==> config.mk <==
export PLATFORM = sky130hd
export DESIGN_NAME = seg_capture
export DESIGN_NICKNAME = d
export VERILOG_FILES = /design/src/rtl/seg_pkg.sv /design/src/rtl/seg_to_hex.sv /design/src/rtl/seg_capture.sv
export SDC_FILE = /design/constraint.sdc
export NUM_CORES = 1
export LEC_CHECK = 0
export ABC_CLOCK_PERIOD_IN_PS = 5300
export BUFFER_PORTS_ARGS = -buffer_cell sky130_fd_sc_hd__clkbuf_2
export CORE_MARGIN = 2
export CORE_UTILIZATION = 60
export CTS_CLUSTER_SIZE = 10
export DETAILED_ROUTE_END_ITERATION = 6
export GPL_ROUTABILITY_DRIVEN = 0
export PLACE_DENSITY = 0.88
export SYNTH_ARGS = -nofsm -noshare
export SYNTH_HDL_FRONTEND = slang
export SYNTH_HIERARCHICAL = 1
export SYNTH_SLANG_ARGS = --single-unit
==> constraint.sdc <==
create_clock -name clk -period 5.3 [get_ports clk]
set_input_delay 0.265 -clock clk [delete_from_list [all_inputs] [get_ports clk]]
set_output_delay 0.265 -clock clk [all_outputs]
set_load 0.01 [all_outputs]
==> src/rtl/seg_pkg.sv <==
// Shared types and constants for the seven-segment pair capture block.
// Segment patterns are active-high with bit0 = a through bit6 = g.
package seg_pkg;

    localparam int SEG_PERIOD_DEFAULT = 251;

    typedef enum logic {
        WAIT_HI = 1'b0,
        WAIT_LO = 1'b1
    } seg_state_e;

    localparam logic [6:0] SEG_0 = 7'h3F;
    localparam logic [6:0] SEG_1 = 7'h06;
    localparam logic [6:0] SEG_2 = 7'h5B;
    localparam logic [6:0] SEG_3 = 7'h4F;
    localparam logic [6:0] SEG_4 = 7'h66;
    localparam logic [6:0] SEG_5 = 7'h6D;
    localparam logic [6:0] SEG_6 = 7'h7D;
    localparam logic [6:0] SEG_7 = 7'h07;
    localparam logic [6:0] SEG_8 = 7'h7F;
    localparam logic [6:0] SEG_9 = 7'h6F;
    localparam logic [6:0] SEG_A = 7'h77;
    localparam logic [6:0] SEG_B = 7'h7C;
    localparam logic [6:0] SEG_C = 7'h39;
    localparam logic [6:0] SEG_D = 7'h5E;
    localparam logic [6:0] SEG_E = 7'h79;
    localparam logic [6:0] SEG_F = 7'h71;

endpackage

==> src/rtl/seg_to_hex.sv <==
// Combinational seven-segment to hex nibble decoder.
// Unknown patterns decode to 0 with the illegal flag raised.
module seg_to_hex
    import seg_pkg::*;
(
    input  logic [6:0] segment,
    output logic [3:0] nib,
    output logic       illegal
);

    always_comb begin
        nib     = 4'h0;
        illegal = 1'b0;
        case (segment)
            SEG_0:   nib = 4'h0;
            SEG_1:   nib = 4'h1;
            SEG_2:   nib = 4'h2;
            SEG_3:   nib = 4'h3;
            SEG_4:   nib = 4'h4;
            SEG_5:   nib = 4'h5;
            SEG_6:   nib = 4'h6;
            SEG_7:   nib = 4'h7;
            SEG_8:   nib = 4'h8;
            SEG_9:   nib = 4'h9;
            SEG_A:   nib = 4'hA;
            SEG_B:   nib = 4'hB;
            SEG_C:   nib = 4'hC;
            SEG_D:   nib = 4'hD;
            SEG_E:   nib = 4'hE;
            SEG_F:   nib = 4'hF;
            default: illegal = 1'b1;
        endcase
    end

endmodule

==> src/rtl/seg_capture.sv <==
// Reassembles a high/low digit pair from a strobed seven-segment bus and
// polices the strobe spacing with a saturating gap counter.
module seg_capture
    import seg_pkg::*;
#(
    parameter int PERIOD = SEG_PERIOD_DEFAULT,
    parameter int CBITS  = 8
) (
    input  logic        clk,
    input  logic        rst,
    input  logic [6:0]  segment,
    input  logic        sig,
    output logic [13:0] word,
    output logic [3:0]  hi_nib,
    output logic [3:0]  lo_nib,
    output logic        valid,
    output logic        bad_code,
    output logic        err,
    output logic        locked
);

    localparam logic [CBITS-1:0] GAP_MAX  = '1;
    localparam logic [31:0]      GAP_GOOD = 32'(PERIOD - 1);

    seg_state_e       state;
    seg_state_e       state_nxt;
    logic [CBITS-1:0] gap_cnt;
    logic             first;
    logic [6:0]       hi_reg;
    logic             gap_ok;
    logic             take_hi;
    logic             take_lo;
    logic             gap_err;
    logic [3:0]       dec_hi_nib;
    logic [3:0]       dec_lo_nib;
    logic             dec_hi_bad;
    logic             dec_lo_bad;

    // The first strobe after reset or an error has no reference point.
    assign gap_ok = first || ({{(32-CBITS){1'b0}}, gap_cnt} == GAP_GOOD);

    seg_to_hex u_dec_hi (
        .segment (hi_reg),
        .nib     (dec_hi_nib),
        .illegal (dec_hi_bad)
    );

    seg_to_hex u_dec_lo (
        .segment (segment),
        .nib     (dec_lo_nib),
        .illegal (dec_lo_bad)
    );

    always_ff @(posedge clk or posedge rst) begin
        if (rst) state <= WAIT_HI;
        else     state <= state_nxt;
    end

    always_comb begin
        state_nxt = state;
        take_hi   = 1'b0;
        take_lo   = 1'b0;
        gap_err   = 1'b0;
        if (sig) begin
            if (!gap_ok) begin
                gap_err   = 1'b1;
                state_nxt = WAIT_HI;
            end else begin
                case (state)
                    WAIT_HI: begin
                        take_hi   = 1'b1;
                        state_nxt = WAIT_LO;
                    end
                    WAIT_LO: begin
                        take_lo   = 1'b1;
                        state_nxt = WAIT_HI;
                    end
                    default: state_nxt = WAIT_HI;
                endcase
            end
        end
    end

    always_ff @(posedge clk or posedge rst) begin
        if (rst) begin
            gap_cnt <= '0;
            first   <= 1'b1;
            hi_reg  <= 7'h00;
        end else begin
            if (sig)                    gap_cnt <= '0;
            else if (gap_cnt != GAP_MAX) gap_cnt <= gap_cnt + 1'b1;

            if (gap_err)  first <= 1'b1;
            else if (sig) first <= 1'b0;

            if (take_hi) hi_reg <= segment;
        end
    end

    // valid and err are single-cycle pulses, never together; word, nibbles
    // and bad_code change only in the cycle valid is high and hold otherwise.
    always_ff @(posedge clk or posedge rst) begin
        if (rst) begin
            word     <= 14'h0000;
            hi_nib   <= 4'h0;
            lo_nib   <= 4'h0;
            bad_code <= 1'b0;
            valid    <= 1'b0;
            err      <= 1'b0;
            locked   <= 1'b0;
        end else begin
            valid <= take_lo;
            err   <= gap_err;
            if (take_lo) begin
                word     <= {hi_reg, segment};
                hi_nib   <= dec_hi_nib;
                lo_nib   <= dec_lo_nib;
                bad_code <= dec_hi_bad | dec_lo_bad;
                locked   <= 1'b1;
            end else if (gap_err) begin
                locked <= 1'b0;
            end
        end
    end

endmodule

==> results of run 1 <==
[cell usage in the layout, fill, tap and decap left out, types with 4 or more instances in the layout]
cell type / netlist / routed
and3_2: 5 / 5
dfrtp_1: 42 / 42
clkbuf_8: 6 / 5
nand4b_1: 4 / 4
nand2b_1: 4 / 4
inv_1: 8 / 8
a31oi_1: 7 / 7
nor2_1: 15 / 15
nor3_1: 11 / 11
mux2_2: 29 / 29
o22ai_1: 4 / 4
nand2_1: 15 / 15
nand3_1: 6 / 6
o21ai_0: 10 / 10
a21oi_1: 5 / 5
clkbuf_2: 0 / 35
[Yosys cell counts, types with 2 or more instances]
cell        n  area, µm²
a211o_1     2      17.52
a211oi_2    2      25.02
a21oi_1     5      25.02
a31oi_1     7      43.79
and2b_2     2      17.52
and3_2      5      37.54
buf_4       3      22.52
buf_6       8      90.09
clkbuf_8    6      82.58
dfrtp_1    42       1051
ha_1        2      25.02
inv_1       8      30.03
mux2_2     29      326.6
nand2_1    15      56.30
nand2b_1    4      25.02
nand3_1     6      30.03
nand3b_1    2      15.01
nand4b_1    4      35.03
nand4bb_1   2      22.52
nor2_1     15      56.30
nor2b_1     2      12.51
nor3_1     11      55.05
nor4_1      2      12.51
nor4b_2     2      30.03
o21a_1      2      15.01
o21ai_0    10      50.05
o21ai_1     2      10.01
o221ai_1    2      17.52
o221ai_2    2      30.03
o22ai_1     4      25.02
o311a_2     2      22.52
o311ai_1    2      17.52
o32ai_1     2      17.52
xnor2_1     3      26.28
[path summary, 6_finish.rpt]
check | to | startpoint | slack [ns] | cells past startpoint
worst max register to register | bad_code | hi_reg[4] | 3.23 | 6
max in group asynchronous | first | rst | 4.87 | 3
worst max-delay path | bad_code | hi_reg[4] | 3.23 | 6
worst min-delay path | word[1] | rst | 0.05 | 3
worst min register to register | locked | locked | 0.51 | 2
min in group clk | gap_cnt[3] | sig | 0.27 | 2
[per-layer routing]
layer	wire length (µm)	GRT usage (%)	vias up
met5	0	0	-
met4	65	5.769	0
met3	241	4.506	7
met2	2206	32.80	54
met1	2270	30.41	920
li1	-	-	924
[kinds of logic after synthesis]
logic type | after synthesis | synth area share [%]
compound gates | 51 | 15.25
xor+xnor | 4 | 1.356
fa+ha+maj | 2 | 0.9684
buf+inv | 25 | 8.717
flops | 43 | 41.70
mux | 29 | 12.64
simple gates | 83 | 19.37
[layout make-up]
type	instances	share of cell area (%)
Sequential cell	43	39.48
Timing Repair Buffer	36	6.694
Inverter	8	1.100
Tap cell	50	2.293
Clock buffer	5	2.522
Multi-Input combinational cell	169	46.95
Clock inverter	3	0.9629
[where the power goes]
| part | total [W] | leakage [nW] | internal (W) | switching (W) |
|---|---|---|---|---|
| logic | 0.000364 | 0.598 | 0.000191 | 0.000172 |
| clock network | 0.000226 | 0.0491 | 0.0000970 | 0.000129 |
| registers | 0.000543 | 0.541 | 0.000424 | 0.000119 |
[critical path, cell delays in order, from the launching register on]
cell,delay (ns)
dfrtp_1,0.64
nand2_1,0.14
o311a_2,0.37
o221ai_2,0.17
a211oi_2,0.09
or3_1,0.37
o22a_2,0.20
[stage by stage]
stage / total power [W] / worst slack, ns / hold slack [ns] / cell area [µm²]
finish: 0.001132 / 3.231 / 0.04960 / 2729
global route: 0.001210 / 3.128 / 0.1097 / 2729
CTS: 0.001135 / 3.279 / 0.07418 / 2729
detailed placement: 0.0009114 / 3.282 / 0.4077 / 2634
global placement: 0.0008959 / 3.303 / 0.4026 / 2634
floorplan: 0.0008268 / 3.523 / 0.4166 / 2584
==> summary.txt, run 1 <==
GRT
  • Vias in the first global route: 1,765
  • Grt ovf: 0
  • Gr usage total: 21.21%
  • Initial antenna violation count: 0
  • First-pass GRT wire length: 8438 µm
  • Largest net degree at the start of global routing: 44

Drt
  • DR vias/cell: 6.067
  • Vias: 1,905
  • DRC errors left: 0
  • Post-DRT Antenna Nets: 0
  • TritonRoute pass-1 iters: 4
  • Wirelength per Cell: 15.23 µm
  • 1st-iter DRT viols: 204
  • Drt total wl: 4783 µm

Clock tree
  • CTS resizes: 0
  • CTS Sinks: 43
  • Hold Buf Count CTS: 0
  • CTS tree: built
  • Later-pin clock latency in the skew report: 0.31 ns
  • Root buffer selected by CTS: clkbuf_8
  • Clk slew on worst S/H paths: 0.09 ns
  • CTS H-tree depth: 2
  • Postcts setup bufs: 0
  • Cts bufs inserted: 5
  • Clk buf depth: 2

Synth
  • Mapped Cells: 237
  • Syn_area_per_cell: 10.90 µm²
  • Synth Net Count: 249
  • Ys async rst share: 100.0%
  • Synth unique cells: 54
  • Yosys warning total: 6
  • Cell Area, Synth: 2584 µm²
  • Synth Register Bits: 43
  • Post-synthesis sequential area ratio: 41.69%
  • Predominant post-synthesis flop cell: dfrtp_1
  • Post-synth EDFFs: 0

Finish
  • Seq. cell area: 1077 µm²
  • Area grow syn2layout: 5.618%
  • # nets final: 275
  • Max FFs per register: 14
  • Layout cell share with drive strength beyond 1: 36.74%
  • Multi-input logic area: 1281 µm²
  • ANT cells: 0
  • Final core utilization: 66.78%
  • Number of fill cells: 326
  • Layout Cells excl Fill: 314

Floorplanning
  • Die H: 69.62 µm
  • Area of the core: 4086 µm²
  • Ports: 36
  • Row cnt: 23
  • Starting Density: 63.23%
  • Overall die area: 4847 µm²
  • Chip width: 69.62 µm

Place
  • DPL Wire Length: 3227 µm
  • Dpl cells: 306
  • Port bufs: 35

STA
  • Crit share post-route: 39.04%
  • Clock Skew: 0.007956 ns
  • Max Freq: 0.4833 GHz
  • Slew @ Worst Pin: 0.6712 ns
  • Hold Violations, Final: 0
  • Slew HR: 55.15%
  • RSZ-0062 raised after global routing: no
  • Final-report max-slew violation count: 0
  • Period minus WS final: 2.069 ns
  • Setup_tns: 0 ns
  • Setup violations, final: 0

Setup path
  • Data required, critical path: 5.50 ns
  • CP Capture Type: flip-flop
  • Critical path class: reg -> reg
  • Crit path launch type: flip-flop
  • WP data arrival: 2.27 ns
  • Crit path max fanout: 15

Pwr
  • PD cells: 414.8 nW/µm²
  • P_leak: 1.188 nW
  • IR drop worst, VDD: 0.3438 mV

Min path
  • Hold WC Path Type: in -> async

Job
  • Max-Cap Viols: 0

Outcome
  • Status: completed
(Power assumes the default switching activity.)
==> run 2: changes to the inputs <==
ABC_CLOCK_PERIOD_IN_PS = 1800   (was 5300)
CORE_UTILIZATION = 52   (was 60)
PLACE_DENSITY = 0.81   (was 0.88)
clock period = 1.8 ns   (was 5.3 ns; I/O delays follow)
==> run 2 against run 1 <==
Effect of this change: the flow now finishes with violations (DRC); non-clock buffer count rose by 34; count of clock-buffer cells in the layout is 2 higher; wire length up 16%; total power increased to 3.3 times the previous value; via count is 8.7% higher; hold slack gained 0.064 ns; cell count rose by 16%; clock power grew to 3.0 times the previous value; first-iteration DRC count is 44% lower; clock skew is 0.0047 ns lower; critical endpoint unchanged; largest cell class unchanged.
==> summary.txt, run 2 (synthesis gave the netlist of run 1 again) <==
STA
  • Period minus WS final: 1.774 ns
  • Final setup margin: 0.02588 ns
  • Setup violations, final: 0
  • Max Freq: 0.5637 GHz
  • Final-report max-slew violation count: 0
  • Hold Violations, Final: 0
  • Slew HR: 64.03%
  • Clock Skew: 0.003227 ns
  • Slew @ Worst Pin: 0.5395 ns
  • Setup_tns: 0 ns
  • Crit share post-route: 98.56%

Finish
  • Commonest non-fill, non-tap cell in the layout: dfrtp_1
  • Area grow syn2layout: 20.92%
  • Multi-input logic area: 1336 µm²
  • Number of fill cells: 382
  • Final core utilization: 65.71%
  • # nets final: 309
  • Seq. cell area: 1085 µm²
  • Max FFs per register: 14
  • Most frequent cells in the layout: dfrtp_1, clkbuf_2, mux2_2, buf_4, nor2_1
  • ANT cells: 0
  • Layout cell share with drive strength beyond 1: 47.65%

Drt
  • Wirelength per Cell: 15.17 µm
  • TritonRoute pass-1 iters: 7
  • 1st-iter DRT viols: 115
  • Drt total wl: 5538 µm
  • Vias: 2,070
  • Post-DRT Antenna Nets: 0
  • DR vias/cell: 5.671
  • DRC errors left: 1

Setup path
  • CP Capture Type: flip-flop
  • Crit path launch type: flip-flop
  • Data required, critical path: 1.99 ns
  • Crit path max fanout: 6
  • WP data arrival: 1.96 ns
  • Critical path class: reg -> reg

Pwr
  • P_leak: 1.379 nW
  • Overall power: 0.003787 W
  • IR drop worst, VDD: 0.6379 mV
  • PD cells: 1212 nW/µm²

Min path
  • Hold WC Path Type: in -> reg

Floorplanning
  • Die H: 74.49 µm
  • Area of the core: 4755 µm²
  • Starting Density: 54.34%
  • Row cnt: 25
  • Ports: 36
  • Chip width: 74.49 µm
  • Overall die area: 5549 µm²

GRT
  • Grt ovf: 0
  • Initial antenna violation count: 0
  • First-pass GRT wire length: 8838 µm
  • Largest net degree at the start of global routing: 44
  • Vias in the first global route: 1,904
  • Gr usage total: 20.66%

Clock tree
  • CTS tree: built
  • Clk buf depth: 2
  • CTS Sinks: 43
  • Later-pin clock latency in the skew report: 0.29 ns
  • Clk slew on worst S/H paths: 0.08 ns
  • CTS H-tree depth: 2
  • Root buffer selected by CTS: clkbuf_8
  • Cts bufs inserted: 5

Job
  • Max-Cap Viols: 0

Place
  • DPL Wire Length: 3723 µm
  • Port bufs: 35
  • Worst slack at placement: -0.04436 ns

Outcome
  • Failing checks: DRC
  • Status: complete, but fails checks
[run 2: cell count changes in the layout (fill, tap and decap cells not counted), sizes merged]
cell / change
clkinvlp: +1
buf: +33
dlygate4sd3: +1
clkbuf: +2
inv: -3
[run 2: path summary, 6_finish.rpt]
check	depth (start not counted)	to	start	slack, ns
worst max-delay path	7	bad_code	hi_reg[4]	0.03
worst min-delay path	2	gap_cnt[7]	sig	0.11
worst max register to register	7	bad_code	hi_reg[4]	0.03
worst min register to register	1	word[7]	word[7]	0.51
max in group asynchronous	4	hi_reg[2]	rst	0.95
min in group asynchronous	4	word[1]	rst	0.43
[run 2: through the flow]
step | hold slack (ns) | cell area (µm²) | std cells
4_1_cts | 0.1083 | 3020 | 360
2_1_floorplan | 0.2416 | 2584 | 237
5_1_grt | 0.1240 | 3124 | 365
3_3_place_gp | 0.2285 | 2860 | 347
6_report | 0.1139 | 3124 | 365
3_5_place_dp | 0.2349 | 2860 | 347
[run 2: repair_timing]
action	in CTS	in global routing
cloned	0	0
endpoints found under the hold margin	42	0
hold buffers	1	0
pin swaps	3	6
gates resized for setup	5	12
setup endpoints to repair	1	8
setup buffers	4	5
[run 2: metal layers]
metal  vias to the layer above  global-route usage (%)  routed length, µm
met3                        17                   5.014                236
met1                      1003                   28.56               2537
met2                        52                   31.96               2614
met4                         0                   7.143                150
met5                         -                       0                  0
li1                        998                       -                  -
[run 2: layout make-up]
| cell class | instances | share of cell area, % |
|---|---|---|
| repair buffers | 70 | 15.54 |
| multi-input cells | 169 | 42.77 |
| well taps | 67 | 2.683 |
| flip-flops and latches | 43 | 34.72 |
| clock buffers | 7 | 3.084 |
| clock inverters | 1 | 0.2403 |
| inverters | 8 | 0.9612 |
[run 2: where the power goes]
| group | switching [W] | internal, W |
|---|---|---|
| sequential | 0.000253 | 0.00126 |
| combinational | 0.000754 | 0.000850 |
| clock | 0.000320 | 0.000349 |
[run 2: worst max-delay path, cell delays in order, from the launching register on]
cell      delay [ns]
dfrtp_2         0.42
buf_4           0.13
nor2b_1         0.21
o21ai_0         0.15
nor2_1          0.18
a211oi_2        0.07
or3_1           0.31
o22a_2          0.20
==> run 3: changes to the inputs <==
ABC_AREA = 1   (was unset)
ABC_CLOCK_PERIOD_IN_PS = unset   (was 1800)
CORE_UTILIZATION = 51   (was 52)
PLACE_DENSITY = 0.8   (was 0.81)
==> run 3 against run 2 <==
Effect of this change: the run now ends clean; critical path type unchanged; highest routed layer unchanged; critical endpoint unchanged; sequential cell count stayed put; sequential power is 7% lower; hold slack worse by 0.024 ns.
==> summary.txt, run 3 <==
Place
  • Dpl cells: 435
  • Port bufs: 35
  • DPL Wire Length: 3920 µm
  • Placed Area: 2696 µm²

Floorplanning
  • Row cnt: 25
  • Ports: 36
  • Starting Density: 52.69%
  • Area of the core: 4692 µm²
  • Overall die area: 5421 µm²
  • Die H: 73.63 µm
  • Chip width: 73.63 µm

Finish
  • Most frequent cells in the layout: nand2_1, nand3_1, dfrtp_1
  • Number of fill cells: 447
  • Final Cell Area: 2829 µm²
  • Layout cell share with drive strength beyond 1: 21.23%
  • Max FFs per register: 14
  • ANT cells: 0
  • # nets final: 402
  • Commonest non-fill, non-tap cell in the layout: nand2_1
  • Area grow syn2layout: 14.42%
  • Layout Cells excl Fill: 445

GRT
  • Gr usage total: 22.12%
  • Grt ovf: 0
  • Initial antenna violation count: 0
  • Vias in the first global route: 2,215
  • Largest net degree at the start of global routing: 44
  • First-pass GRT wire length: 9384 µm

STA
  • Final-report max-slew violation count: 0
  • Max Freq: 0.6076 GHz
  • Clock Skew: 0.005736 ns
  • Period minus WS final: 1.646 ns
  • Slew HR: 64.70%
  • RSZ-0062 raised after global routing: no
  • Setup violations, final: 0
  • Slew @ Worst Pin: 0.5295 ns
  • Hold Violations, Final: 0
  • Crit share post-route: 91.44%
  • Setup_tns: 0 ns

Drt
  • Wirelength per Cell: 12.03 µm
  • Vias: 2,370
  • TritonRoute pass-1 iters: 4
  • Post-DRT Antenna Nets: 0
  • DR vias/cell: 5.326
  • Drt total wl: 5355 µm
  • 1st-iter DRT viols: 259
  • DRC errors left: 0

Synth
  • Largest cells by area after synthesis: dfrtp_1, nand2_1, nand3_1, nor2_1, inv_1
  • Share of the synthesized area in the top cell type: 42.51%
  • Synth Net Count: 361
  • Synth Register Bits: 43
  • Count leader, synth: nand2_1
  • Syn_area_per_cell: 7.084 µm²
  • Leading area contributor after synthesis: dfrtp_1
  • Post-synth EDFFs: 0
  • Predominant post-synthesis flop cell: dfrtp_1
  • Post-synthesis sequential area ratio: 43.57%
  • Mapped Cells: 349
  • Synth unique cells: 23
  • Yosys warning total: 6
  • Commonest cells post-synth: nand2_1, nand3_1, dfrtp_1
  • Cell Area, Synth: 2472 µm²
  • Ys async rst share: 100.0%

Setup path
  • Crit-path slowest cell: dfrtp_1
  • Crit-path max cell delay: 0.45 ns
  • Critical path class: reg -> reg
  • Setup slack, reg-to-reg: 0.15 ns
  • Data required, critical path: 1.99 ns
  • FF-to-FF End: bad_code
  • Crit path max fanout: 6
  • Worst reg2reg path depth: 11
  • Crit path launch type: flip-flop
  • CP cell instances: inv_2 -> nand2_2 -> nor2_1 -> nand2_2 -> nand2_2 -> nor2_4 -> nand2_1 -> nor2_2 -> or2_2 -> nand3_1 -> nand2_1
  • WP data arrival: 1.84 ns
  • Reg-to-Reg Start: hi_reg[5]
  • CP Capture Type: flip-flop
  • Cell mode on critical path: nand2_2

Pwr
  • PD cells: 1092 nW/µm²
  • P_leak: 1.667 nW
  • IR drop worst, VDD: 0.5099 mV

Min path
  • Hold WC Path Type: in -> reg
  • WHS Endpoint: hi_reg[1]
  • Worst Hold Depth: 3
  • Hold wc startpoint: segment[1]

Clock tree
  • CTS tree: built
  • Cts bufs inserted: 5
  • Clk buf depth: 2
  • CTS Sinks: 43
  • Clk slew on worst S/H paths: 0.08 ns
  • Postcts setup bufs: 0
  • CTS H-tree depth: 2
  • Root buffer selected by CTS: clkbuf_8
  • Later-pin clock latency in the skew report: 0.30 ns

Outcome
  • Status: completed

Job
  • Max-Cap Viols: 0
-- run 3: final cells by class --
type                            instances  area, µm²  area share [%]
Clock inverter                          3      43.79           1.548
Timing Repair Buffer                   42      232.7           8.226
Clock buffer                            5      68.82           2.433
Tap cell                               54      67.56           2.388
Multi-Input combinational cell        266       1219           43.08
Inverter                               32      120.1           4.246
Sequential cell                        43       1077           38.08
-- run 3: kinds of logic after synthesis --
| kind of cell | after synthesis | synth area share [%] |
|---|---|---|
| compound gates | 10 | 2.227 |
| flops | 43 | 43.57 |
| simple gates | 254 | 46.05 |
| fa+ha+maj | 2 | 1.012 |
| buf+inv | 40 | 7.135 |
-- run 3: worst max-delay path: cells and delay by family, from the launching register on --
kind / cells / cell delay, ns
buffers and inverters: 1 / 0.11
DFF: 1 / 0.45
and+or+nand+nor: 10 / 0.97
-- run 3: repair_timing --
action,in CTS,in global routing
endpoints found under the hold margin,43,0
resized for setup,0,0
hold buffers,2,0
-- run 3: where the power goes --
part           switching, W  leakage [nW]  internal (W)
clock network      0.000342        0.0581      0.000413
logic              0.000581          1.05      0.000338
registers          0.000187         0.559       0.00123
total               0.00111          1.67       0.00198
-- run 3: worst max-delay path by stage --
stage | from | to | slack, ns
floorplan | hi_reg[5] | bad_code | 0.34
CTS | hi_reg[5] | bad_code | 0.17
global placement | hi_reg[5] | bad_code | 0.21
finish | hi_reg[5] | bad_code | 0.15
global route | hi_reg[2] | bad_code | 0.03
detailed placement | hi_reg[5] | bad_code | 0.19
-- run 3: metrics by stage --
step	hold WS, ns	setup WS (ns)	total power [W]	util, %
finish	0.08998	0.1541	0.003090	60.29
global route	0.09938	0.03388	0.003313	60.29
CTS	0.07879	0.1674	0.003122	60.29
detailed placement	0.2385	0.1867	0.002359	57.47
global placement	0.2330	0.2131	0.002331	57.47
floorplan	0.1660	0.3401	0.002009	-
-- run 3: layer usage --
layer | global-route usage, % | wire length [µm] | vias to the layer above
li1 | - | - | 1172
met1 | 28.94 | 2350 | 1098
met2 | 36.21 | 2641 | 92
met3 | 4.527 | 306 | 8
met4 | 8.081 | 57 | 0
met5 | 0 | 0 | -
